===== src/rtl/mem_bus_pkg.sv =====
// Shared definitions for the memory-bus arbiter slice.
// Holds the arbiter state encoding, the requester index constants and the
// default address/data widths used by mem_arbiter and rr_arb2.
package mem_bus_pkg;

  // RELEASE waits for mem_fsm to drop done; IDLE picks a requester; BUSY
  // holds one transaction on the downstream port until done.
  typedef enum logic [1:0] {
    RELEASE = 2'd0,
    IDLE    = 2'd1,
    BUSY    = 2'd2
  } arb_state_e;

  // Requester indices; also the bit positions inside the req vector.
  localparam logic PORT_DATA  = 1'b0;
  localparam logic PORT_FETCH = 1'b1;

  localparam int ADDR_W_DEFAULT = 16;
  localparam int DATA_W_DEFAULT = 16;

endpackage


===== src/rtl/rr_arb2.sv =====
// Two-way round-robin grant logic (purely combinational).
// Ports:
//   req[1:0]   - request vector, index PORT_DATA / PORT_FETCH
//   last_grant - port that completed the previous transaction
//   grant      - selected port (valid when any = 1)
//   any        - at least one request present
module rr_arb2
  import mem_bus_pkg::*;
(
  input  logic [1:0] req,
  input  logic       last_grant,
  output logic       grant,
  output logic       any
);

  // Single requester wins outright; on a tie the port not served last wins.
  always_comb begin
    grant = PORT_DATA;
    any   = |req;
    case (req)
      2'b01:   grant = PORT_DATA;
      2'b10:   grant = PORT_FETCH;
      2'b11:   grant = ~last_grant;
      default: grant = PORT_DATA;
    endcase
  end

endmodule


===== src/rtl/mem_arbiter.sv =====
// Two-port arbiter in front of mem_fsm: multiplexes the CPU data port
// (load/store) and the instruction-fetch port onto one request interface.
// Ports:
//   clk, rst (async, active low)
//   d_req/d_we/d_addr/d_wdata -> d_rdata/d_ack : data requester
//   f_req/f_addr              -> f_rdata/f_ack : fetch requester (read only)
//   m_addr/m_data_in/m_read_en/m_write_en      : toward mem_fsm
//   m_data_out/m_done                          : from mem_fsm
// All outputs are registered. One transaction is in flight at a time and
// the downstream request is held constant until mem_fsm reports done.
module mem_arbiter
  import mem_bus_pkg::*;
#(
  parameter int ADDR_W = ADDR_W_DEFAULT,
  parameter int DATA_W = DATA_W_DEFAULT
) (
  input  logic              clk,
  input  logic              rst,
  input  logic              d_req,
  input  logic              d_we,
  input  logic [ADDR_W-1:0] d_addr,
  input  logic [DATA_W-1:0] d_wdata,
  output logic [DATA_W-1:0] d_rdata,
  output logic              d_ack,
  input  logic              f_req,
  input  logic [ADDR_W-1:0] f_addr,
  output logic [DATA_W-1:0] f_rdata,
  output logic              f_ack,
  output logic [ADDR_W-1:0] m_addr,
  output logic [DATA_W-1:0] m_data_in,
  output logic              m_read_en,
  output logic              m_write_en,
  input  logic [DATA_W-1:0] m_data_out,
  input  logic              m_done
);

  arb_state_e        state_q, state_d;
  logic              last_grant_q, last_grant_d;
  logic              grant_q, grant_d;
  logic [ADDR_W-1:0] m_addr_q, m_addr_d;
  logic [DATA_W-1:0] m_data_in_q, m_data_in_d;
  logic              m_read_en_q, m_read_en_d;
  logic              m_write_en_q, m_write_en_d;
  logic [DATA_W-1:0] d_rdata_q, d_rdata_d;
  logic [DATA_W-1:0] f_rdata_q, f_rdata_d;
  logic              d_ack_q, d_ack_d;
  logic              f_ack_q, f_ack_d;

  logic              arb_grant;
  logic              arb_any;

  rr_arb2 u_rr_arb2 (
    .req        ({f_req, d_req}),
    .last_grant (last_grant_q),
    .grant      (arb_grant),
    .any        (arb_any)
  );

  // Next-state and datapath: launch in IDLE, hold in BUSY, retire on done.
  always_comb begin
    state_d      = state_q;
    last_grant_d = last_grant_q;
    grant_d      = grant_q;
    m_addr_d     = m_addr_q;
    m_data_in_d  = m_data_in_q;
    m_read_en_d  = m_read_en_q;
    m_write_en_d = m_write_en_q;
    d_rdata_d    = d_rdata_q;
    f_rdata_d    = f_rdata_q;
    d_ack_d      = 1'b0;
    f_ack_d      = 1'b0;
    case (state_q)
      RELEASE: begin
        // mem_fsm has no reset, so done may linger; never launch over it.
        m_read_en_d  = 1'b0;
        m_write_en_d = 1'b0;
        if (!m_done) begin
          state_d = IDLE;
        end else begin
          state_d = RELEASE;
        end
      end
      IDLE: begin
        if (arb_any) begin
          grant_d = arb_grant;
          state_d = BUSY;
          if (arb_grant == PORT_FETCH) begin
            m_addr_d     = f_addr;
            m_data_in_d  = {DATA_W{1'b0}};
            m_read_en_d  = 1'b1;
            m_write_en_d = 1'b0;
          end else begin
            m_addr_d     = d_addr;
            m_data_in_d  = d_wdata;
            m_read_en_d  = ~d_we;
            m_write_en_d = d_we;
          end
        end else begin
          state_d = IDLE;
        end
      end
      BUSY: begin
        if (m_done) begin
          m_read_en_d  = 1'b0;
          m_write_en_d = 1'b0;
          last_grant_d = grant_q;
          state_d      = RELEASE;
          if (grant_q == PORT_FETCH) begin
            f_ack_d   = 1'b1;
            f_rdata_d = m_data_out;
          end else begin
            d_ack_d = 1'b1;
            // Writes leave the previous load result visible.
            if (m_read_en_q) begin
              d_rdata_d = m_data_out;
            end else begin
              d_rdata_d = d_rdata_q;
            end
          end
        end else begin
          state_d = BUSY;
        end
      end
      default: begin
        state_d      = RELEASE;
        m_read_en_d  = 1'b0;
        m_write_en_d = 1'b0;
      end
    endcase
  end

  // State and output registers; reset aborts any transaction without ack.
  always_ff @(posedge clk or negedge rst) begin
    if (!rst) begin
      state_q      <= RELEASE;
      last_grant_q <= PORT_FETCH;
      grant_q      <= PORT_DATA;
      m_addr_q     <= {ADDR_W{1'b0}};
      m_data_in_q  <= {DATA_W{1'b0}};
      m_read_en_q  <= 1'b0;
      m_write_en_q <= 1'b0;
      d_rdata_q    <= {DATA_W{1'b0}};
      f_rdata_q    <= {DATA_W{1'b0}};
      d_ack_q      <= 1'b0;
      f_ack_q      <= 1'b0;
    end else begin
      state_q      <= state_d;
      last_grant_q <= last_grant_d;
      grant_q      <= grant_d;
      m_addr_q     <= m_addr_d;
      m_data_in_q  <= m_data_in_d;
      m_read_en_q  <= m_read_en_d;
      m_write_en_q <= m_write_en_d;
      d_rdata_q    <= d_rdata_d;
      f_rdata_q    <= f_rdata_d;
      d_ack_q      <= d_ack_d;
      f_ack_q      <= f_ack_d;
    end
  end

  assign m_addr     = m_addr_q;
  assign m_data_in  = m_data_in_q;
  assign m_read_en  = m_read_en_q;
  assign m_write_en = m_write_en_q;
  assign d_rdata    = d_rdata_q;
  assign f_rdata    = f_rdata_q;
  assign d_ack      = d_ack_q;
  assign f_ack      = f_ack_q;

endmodule


===== config.mk =====
export PLATFORM = sky130hd
export DESIGN_NAME = mem_arbiter
export DESIGN_NICKNAME = d
export VERILOG_FILES = /design/src/rtl/mem_bus_pkg.sv /design/src/rtl/rr_arb2.sv /design/src/rtl/mem_arbiter.sv
export SDC_FILE = /design/constraint.sdc
export NUM_CORES = 1
export LEC_CHECK = 0
export BUFFER_PORTS_ARGS = -buffer_cell sky130_fd_sc_hd__buf_2
export CAP_MARGIN = 25
export CORE_MARGIN = 4
export CORE_UTILIZATION = 49
export DETAILED_ROUTE_END_ITERATION = 7
export GPL_TIMING_DRIVEN = 0
export PLACE_DENSITY = 0.8
export SETUP_SLACK_MARGIN = 0.02
export SLEW_MARGIN = 30
export SYNTH_ARGS = -nofsm -noshare
export SYNTH_HDL_FRONTEND = slang
export SYNTH_SLANG_ARGS = --single-unit

===== constraint.sdc =====
create_clock -name clk -period 2.85 [get_ports clk]
set_input_delay 0.7125 -clock clk [delete_from_list [all_inputs] [get_ports clk]]
set_output_delay 0.7125 -clock clk [all_outputs]
set_load 0.03 [all_outputs]

==> results of run 1 <==
-- worst min path at each step --
stage / from / endpoint / slack [ns] / cells after the start
finish: rst / m_addr[8]$_DFFE_PN0P_ / 0.31 / 1
floorplan: rst / d_ack$_DFF_PN0_ / 0.42 / 0
detailed placement: m_write_en$_DFFE_PN0P_ / m_write_en$_DFFE_PN0P_ / 0.48 / 1
global route: rst / m_addr[8]$_DFFE_PN0P_ / 0.33 / 1
CTS: rst / m_addr[8]$_DFFE_PN0P_ / 0.31 / 1
global placement: d_rdata[3]$_DFFE_PN0P_ / d_rdata[3]$_DFFE_PN0P_ / 0.47 / 1
-- registers in the layout (all words and copies together) (netlist names) --
signal / cells
m_read_en: 1
f_ack: 1
m_addr: 16
last_grant_q: 1
state_q: 2
grant_q: 1
m_write_en: 1
f_rdata: 16
d_ack: 1
d_rdata: 16
m_data_in: 16
-- layer usage --
| layer | GRT usage (%) | part of all wire (%) | up-vias |
|---|---|---|---|
| li1 | - | - | 1104 |
| met1 | 25.8 | 43 | 1105 |
| met2 | 29.6 | 47 | 95 |
| met3 | 4.17 | 7.3 | 11 |
| met4 | 9.93 | 2.2 | 0 |
| met5 | 0 | 0 | - |
-- worst register-to-register path: cells and delay by family, from the launching register on --
family / cells / cell delay [ns]
AOI/OAI and AO/OA: 1 / 0.24
buffers and inverters: 2 / 0.40
DFF: 1 / 0.42
and+or+nand+nor: 2 / 0.41
-- power groups by stage --
stage	combinational [W]	clock [W]	sequential [W]
finish	0.00220	0.000813	0.00172
CTS	0.00223	0.000827	0.00172
floorplan	0.000676	0	0.00259
global route	0.00235	0.000876	0.00178
global placement	0.00218	0	0.00172
detailed placement	0.00222	0	0.00173
-- cell families (layout without fill, tap and decap cells) --
logic type             Yosys count  count (layout)  synth area share, %
AOI/OAI and AO/OA               57              57                 13.5
muxes                           32              32                 12.4
buffers and inverters           16             170                 4.10
DFF                             72              72                 62.2
and+or+nand+nor                 47              47                 7.69
-- cell usage after synthesis, types with 3 or more instances --
cell type	number	area, um^2
sky130_fd_sc_hd__a21oi_1	17	85.1
sky130_fd_sc_hd__a22o_1	19	166
sky130_fd_sc_hd__a31oi_1	16	100
sky130_fd_sc_hd__buf_4	3	22.5
sky130_fd_sc_hd__buf_6	6	67.6
sky130_fd_sc_hd__clkbuf_1	3	11.3
sky130_fd_sc_hd__dfrtp_1	71	1780
sky130_fd_sc_hd__mux2_2	30	338
sky130_fd_sc_hd__nand2_1	34	128
sky130_fd_sc_hd__nor2_1	3	11.3
-- final cells by class --
| cell class | count | area, um^2 | area share (%) |
|---|---|---|---|
| Tap cell | 72 | 90.1 | 2.31 |
| Sequential cell | 72 | 1800 | 46.2 |
| Buffer | 14 | 111 | 2.85 |
| Clock inverter | 5 | 55.1 | 1.41 |
| Multi-Input combinational cell | 136 | 975 | 25.0 |
| Timing Repair Buffer | 138 | 708 | 18.2 |
| Clock buffer | 11 | 151 | 3.88 |
| Inverter | 2 | 7.51 | 0.192 |
-- per-stage QoR --
step                total power [W]  hold slack, ns  util [%]  setup WS (ns)
global route                0.00501           0.326      69.6           1.10
detailed placement          0.00396           0.476      65.9          0.922
CTS                         0.00478           0.312      69.6           1.13
floorplan                   0.00326           0.417         -           1.11
global placement            0.00391           0.470      65.5          0.715
finish                      0.00473           0.306      69.6           1.14
==> results.sh, run 1 <==
export IMPL_run_status="complete, no violations"
export IMPL_detailed_place_area_um2=3690
export IMPL_final_setup_tns_ns=0
export IMPL_clk_transition_reported_paths_ns=0.07
export IMPL_count_of_filler_cells_inserted_in_the_layout=421
export IMPL_ys_ff_latch=72
export IMPL_worstPathArrival_ns=0.99
export IMPL_critical_path_top_delay_family="flip-flops"
export IMPL_clockPowerShare_pct=17.2
export IMPL_initial_util_pct=51.7
export IMPL_maxCapViolations=0
export IMPL_drt_vias_per_instance=5.14
export IMPL_critical_path_startpoint_type="flop"
export IMPL_worstPathCellList="buf_2"
export IMPL_maximum_number_of_pins_on_one_net_before_global_route_repair=42
export IMPL_cp_data_required_time_ns=2.14
export IMPL_cts_tree="yes"
export IMPL_p_int_w=0.00270
export IMPL_num_vias=2315
export IMPL_final_period_minus_worst_setup_slack_ns=1.71
export IMPL_cp_num_buf_inv=1
export IMPL_r2r_cells=5
export IMPL_kind_of_critical_path="flop to output pin"
export IMPL_p_sw_w=0.00203
export IMPL_power_leakage_nw=2.08
export IMPL_post_synth_instance_area_um2=2900
export IMPL_hold_viol_final=0
export IMPL_setup_viol=0
export IMPL_post_synth_num_cell_types=28
export IMPL_cell_count_after_synthesis=224
export IMPL_synth_async_reset_ratio_pct=100
export IMPL_antenna_found_initial=0
export IMPL_worst_path_max_delay_cell="sky130_fd_sc_hd__dfrtp_1"
export IMPL_detail_route_first_pass_iterations=4
export IMPL_final_common_cell="sky130_fd_sc_hd__buf_2"
export IMPL_final_net_count=443
export IMPL_finalMaxSlewViolations=0
export IMPL_die_w_um=84.9
export IMPL_tritoncts_num_sinks=72
export IMPL_finalClockSkew_ns=0.00690
export IMPL_post_synth_cell_area_avg_um2=12.9
export IMPL_post_route_cells_drive_above_1_share_pct=53.4
export IMPL_r2r_start="state_q[1]$_DFF_PN0_"
export IMPL_seq_power_share_pct=36.3
export IMPL_ir_worst_vdd_v=0.000610
export IMPL_critical_path_cell_count=1
export IMPL_diodes=0
export IMPL_antenna_violating_nets_post_route=0
export IMPL_areaGrowthSynthToFinish_pct=34.7
export IMPL_design_die_area_um2=7210
export IMPL_critPathMaxStageDelay_ns=0.43
export IMPL_global_route_wire_length_before_repair_um=10900
export IMPL_cts_inserted_buffers=9
export IMPL_maxClockFrequency_mhz=586
export IMPL_final_period_utilization_pct=59.9
export IMPL_fp_row_count=27
export IMPL_swShare_pct=42.9
export IMPL_design_core_area_um2=5610
export IMPL_clk_path_buf_depth=2
export IMPL_drc=0
export IMPL_post_cts_resized=0
export IMPL_grt_total_usage_pct=19.2
export IMPL_globalplace_congestion=0.777
export IMPL_drtIter0Drc=84
export IMPL_insertion_delay_ns=0.33
export IMPL_first_global_vias=2351
export IMPL_power_density_nw_per_um2=1210
export IMPL_cts_setup_buffers=0
export IMPL_max_slew_worst_pin_slew_ns=0.462
export IMPL_rrSetupSlack_ns=1.26
export IMPL_synth_sequential_area_ratio_pct=62.2
export IMPL_dpl_cell_count=434
export IMPL_power_combinational_fraction_pct=46.5
export IMPL_stdcell_count=450
export IMPL_relSlewSlack_pct=69.2
export IMPL_place_detailed_hpwl_um=4920
export IMPL_most_frequent_cells_in_the_layout="138 x sky130_fd_sc_hd__buf_2, 71 x sky130_fd_sc_hd__dfrtp_1, 34 x sky130_fd_sc_hd__nand2_1, 30 x sky130_fd_sc_hd__mux2_2, 19 x sky130_fd_sc_hd__a22o_1"
export IMPL_endpoint_class_of_the_critical_path="output pin"
export IMPL_synth_main_ff_cell="sky130_fd_sc_hd__dfrtp_1"
export IMPL_holdCritPathClass="primary input to asynchronous set/reset pin"
export IMPL_clock_root_buffer="sky130_fd_sc_hd__clkbuf_8"
export IMPL_grt_remaining_overflow=0
export IMPL_synth_yosys_warnings=0
export IMPL_portBuffers=137
export IMPL_worstSetupEndpoint="m_read_en"
export IMPL_wl_per_cell_um=14.8
export IMPL_synth_edf_count=0
export IMPL_startpoint="m_read_en$_DFFE_PN0P_"
export IMPL_hold_fix_buffers_at_cts=0
export IMPL_timing_rr_end="m_data_in[9]$_DFFE_PN0P_"
export IMPL_worstPathMaxFanout=3
export IMPL_die_y_um=84.9
export IMPL_rsz0062_at_grt="false"
export IMPL_postSynthNetCount=294
export IMPL_drt_total_wl_um=6670
export IMPL_layout_cell_area_non_filler_um2=3900
export IMPL_clock_tree_htree_level_count=3
export IMPL_num_io_pins=138
No activity file was read; power rests on OpenSTA's default activity.
==> run 2: changes to the inputs <==
Settings changed: ABC_AREA set to 1, CORE_UTILIZATION 49 to 43, PLACE_DENSITY 0.8 to 0.72.
Clock period 2.85 ns to 1.5 ns, I/O delays scaled along.
==> results.sh, run 2 <==
export IMPL_post_synth_top_count_cell="sky130_fd_sc_hd__nand2_1"
export IMPL_ys_top_cells_by_area="sky130_fd_sc_hd__dfrtp_1 56%, sky130_fd_sc_hd__nand2_1 20%, sky130_fd_sc_hd__nand3_1 7.9%"
export IMPL_post_synth_num_cell_types=22
export IMPL_power_density_nw_per_um2=2100
export IMPL_relSlewSlack_pct=70.1
export IMPL_final_net_count=597
export IMPL_ir_worst_vdd_v=0.00111
export IMPL_wl_per_cell_um=13.4
export IMPL_num_io_pins=138
export IMPL_post_synth_cell_area_avg_um2=8.42
export IMPL_grt_total_usage_pct=19.4
export IMPL_design_die_area_um2=8820
export IMPL_setup_viol=0
export IMPL_synth_commonest_cells="173 x sky130_fd_sc_hd__nand2_1, 71 x sky130_fd_sc_hd__dfrtp_1, 50 x sky130_fd_sc_hd__nand3_1"
export IMPL_final_period_utilization_pct=91.8
export IMPL_design_core_area_um2=7210
export IMPL_p_int_w=0.00472
export IMPL_maxCapViolations=0
export IMPL_synth_main_ff_cell="sky130_fd_sc_hd__dfrtp_1"
export IMPL_rrSetupSlack_ns=0.12
export IMPL_power_leakage_nw=2.58
export IMPL_final_core_util_pct=58.4
export IMPL_tritoncts_num_sinks=72
export IMPL_clock_root_buffer="sky130_fd_sc_hd__clkbuf_8"
export IMPL_fp_row_count=31
export IMPL_timing_hold_ws_ns=0.252
export IMPL_portBuffers=136
export IMPL_endpoint_class_of_the_critical_path="flop"
export IMPL_num_vias=2960
export IMPL_worstPathMaxFanout=10
export IMPL_synthXorXnorAreaFrac_pct=0
export IMPL_initial_util_pct=44.0
export IMPL_place_detailed_hpwl_um=6280
export IMPL_clk_transition_reported_paths_ns=0.08
export IMPL_kind_of_critical_path="flop to flop"
export IMPL_cp_data_required_time_ns=1.77
export IMPL_ys_ff_latch=72
export IMPL_final_common_cell="sky130_fd_sc_hd__nand2_1"
export IMPL_clk_path_buf_depth=2
export IMPL_postSynthNetCount=447
export IMPL_most_frequent_cells_in_the_layout="171 x sky130_fd_sc_hd__nand2_1, 142 x sky130_fd_sc_hd__buf_2, 71 x sky130_fd_sc_hd__dfrtp_1, 50 x sky130_fd_sc_hd__nand3_1, 32 x sky130_fd_sc_hd__inv_1"
export IMPL_whs_path_depth=3
export IMPL_synthesized_area_fraction_occupied_by_adder_cells_pct=0
export IMPL_post_route_cells_drive_above_1_share_pct=34.2
export IMPL_p_sw_w=0.00412
export IMPL_rsz0062_at_grt="false"
export IMPL_drtIter0Drc=106
export IMPL_globalplace_congestion=0.785
export IMPL_final_period_minus_worst_setup_slack_ns=1.38
export IMPL_drc=0
export IMPL_areaGrowthSynthToFinish_pct=32.8
export IMPL_maxClockFrequency_mhz=726
export IMPL_insertion_delay_ns=0.33
export IMPL_die_w_um=93.9
export IMPL_synth_sequential_area_ratio_pct=56.8
export IMPL_area_share_of_and_or_nand_nor_cells_after_synthesis_pct=31.9
export IMPL_holdCritPathClass="primary input to flop"
export IMPL_run_status="complete, no violations"
export IMPL_synth_yosys_warnings=0
export IMPL_final_setup_tns_ns=0
export IMPL_worstPathArrival_ns=1.65
export IMPL_clockPowerShare_pct=17.0
export IMPL_finalMaxSlewViolations=0
export IMPL_timing_rr_end="m_addr[1]$_DFFE_PN0P_"
export IMPL_drt_total_wl_um=8440
export IMPL_r2r_start="state_q[1]$_DFF_PN0_"
export IMPL_synth_edf_count=0
export IMPL_drt_vias_per_instance=4.69
export IMPL_critical_path_startpoint_type="flop"
export IMPL_power_combinational_fraction_pct=46.4
export IMPL_diodes=0
export IMPL_antenna_violating_nets_post_route=0
export IMPL_synth_compound_area_share_pct=2.92
export IMPL_max_slew_worst_pin_slew_ns=0.449
export IMPL_post_synth_instance_area_um2=3170
export IMPL_cts_inserted_buffers=9
export IMPL_cts_tree="yes"
export IMPL_die_y_um=93.9
export IMPL_clock_tree_htree_level_count=3
export IMPL_finalClockSkew_ns=0.00907
export IMPL_worstHoldStart="m_data_out[12]"
export IMPL_totalPowerFinal_w=0.00884
export IMPL_yosys_area_top_type="sky130_fd_sc_hd__dfrtp_1"
export IMPL_cell_count_after_synthesis=377
export IMPL_grt_remaining_overflow=0
export IMPL_dominant_combinational_cell_family_by_area_after_synthesis="simple AND/OR/NAND/NOR gates"
export IMPL_global_route_wire_length_before_repair_um=13500
export IMPL_antenna_found_initial=0
export IMPL_hold_path_end="f_rdata[12]$_DFFE_PN0P_"
export IMPL_synth_async_reset_ratio_pct=100
export IMPL_seq_power_share_pct=36.6
export IMPL_synth_top_area_share_pct=56.0
export IMPL_detail_route_first_pass_iterations=4
export IMPL_first_global_vias=2917
export IMPL_r2r_cells=6
export IMPL_muxShareOfSynthArea_pct=0
export IMPL_hold_viol_final=0
export IMPL_swShare_pct=46.6
export IMPL_maximum_number_of_pins_on_one_net_before_global_route_repair=44
export IMPL_count_of_filler_cells_inserted_in_the_layout=693
==> run 2: worst max-delay path by stage <==
stage	start	slack [ns]	to
after floorplan	last_grant_q$_DFFE_PN1P_	0.21	m_addr[10]$_DFFE_PN0P_
after global placement	rst	-0.35	f_rdata[6]$_DFFE_PN0P_
after detailed placement	last_grant_q$_DFFE_PN1P_	-0.1	m_addr[1]$_DFFE_PN0P_
after CTS	last_grant_q$_DFFE_PN1P_	0.09	m_addr[1]$_DFFE_PN0P_
after global routing	state_q[1]$_DFF_PN0_	0.02	m_addr[1]$_DFFE_PN0P_
final	state_q[1]$_DFF_PN0_	0.12	m_addr[1]$_DFFE_PN0P_
==> run 2: cells by family after synthesis <==
group                  Yosys count
AOI/OAI and AO/OA               18
buffers and inverters           54
DFF                             72
and+or+nand+nor                233
==> run 2: cell type report <==
cell class	count	area, um^2	area share (%)
clock inverter	5	56.3	1.34
multi-input combinational	251	1110	26.3
tap	99	124	2.94
timing repair buffer	139	721	17.1
inverter	37	143	3.38
clock buffer	11	131	3.12
sequential	72	1800	42.8
buffer	17	126	3.00
==> run 2: repair_timing <==
action | 4_1_cts | 5_1_grt
endpoints found under the setup margin | 22 | 4
pin swaps | 1 | 0
endpoints found under the hold margin | 29 | 0
resized for setup | 2 | 3
buffers inserted | 1 | 0
hold buffers | 1 | 0
==> run 2: worst max-delay path, stage by stage (launching register included) <==
cell and delay (ns):
sky130_fd_sc_hd__dfrtp_1 0.49, sky130_fd_sc_hd__inv_2 0.09, sky130_fd_sc_hd__nand2_2 0.08, sky130_fd_sc_hd__nor2_8 0.17, sky130_fd_sc_hd__buf_2 0.26, sky130_fd_sc_hd__nand3_1 0.15
sky130_fd_sc_hd__nand2_1 0.09
==> run 2: power groups by stage <==
stage	Sequential [W]	Combinational, W	Clock, W
2_1_floorplan	0.00476	0.00128	0
3_3_place_gp	0.00322	0.00407	0
3_5_place_dp	0.00326	0.00413	0
4_1_cts	0.00324	0.00416	0.00154
5_1_grt	0.00333	0.00446	0.00164
6_report	0.00324	0.00410	0.00150
==> run 2: through the flow <==
step | instance area [um^2] | std cells | setup WS [ns]
floorplan | 3170 | 377 | 0.208
global placement | 3980 | 612 | -0.350
detailed placement | 4000 | 613 | -0.0959
CTS | 4210 | 631 | 0.0895
global route | 4210 | 631 | 0.0203
finish | 4210 | 631 | 0.123
==> run 2: per-layer routing <==
layer | GRT usage [%] | share of wire, % | wire length (um) | up-vias
met1 | 24.5 | 42 | 3540 | 1373
met3 | 5.53 | 8.8 | 743 | 9
li1 | - | - | - | 1468
met5 | 0 | 0 | 0 | -
met2 | 32.0 | 48 | 4070 | 110
met4 | 6.26 | 0.97 | 82 | 0
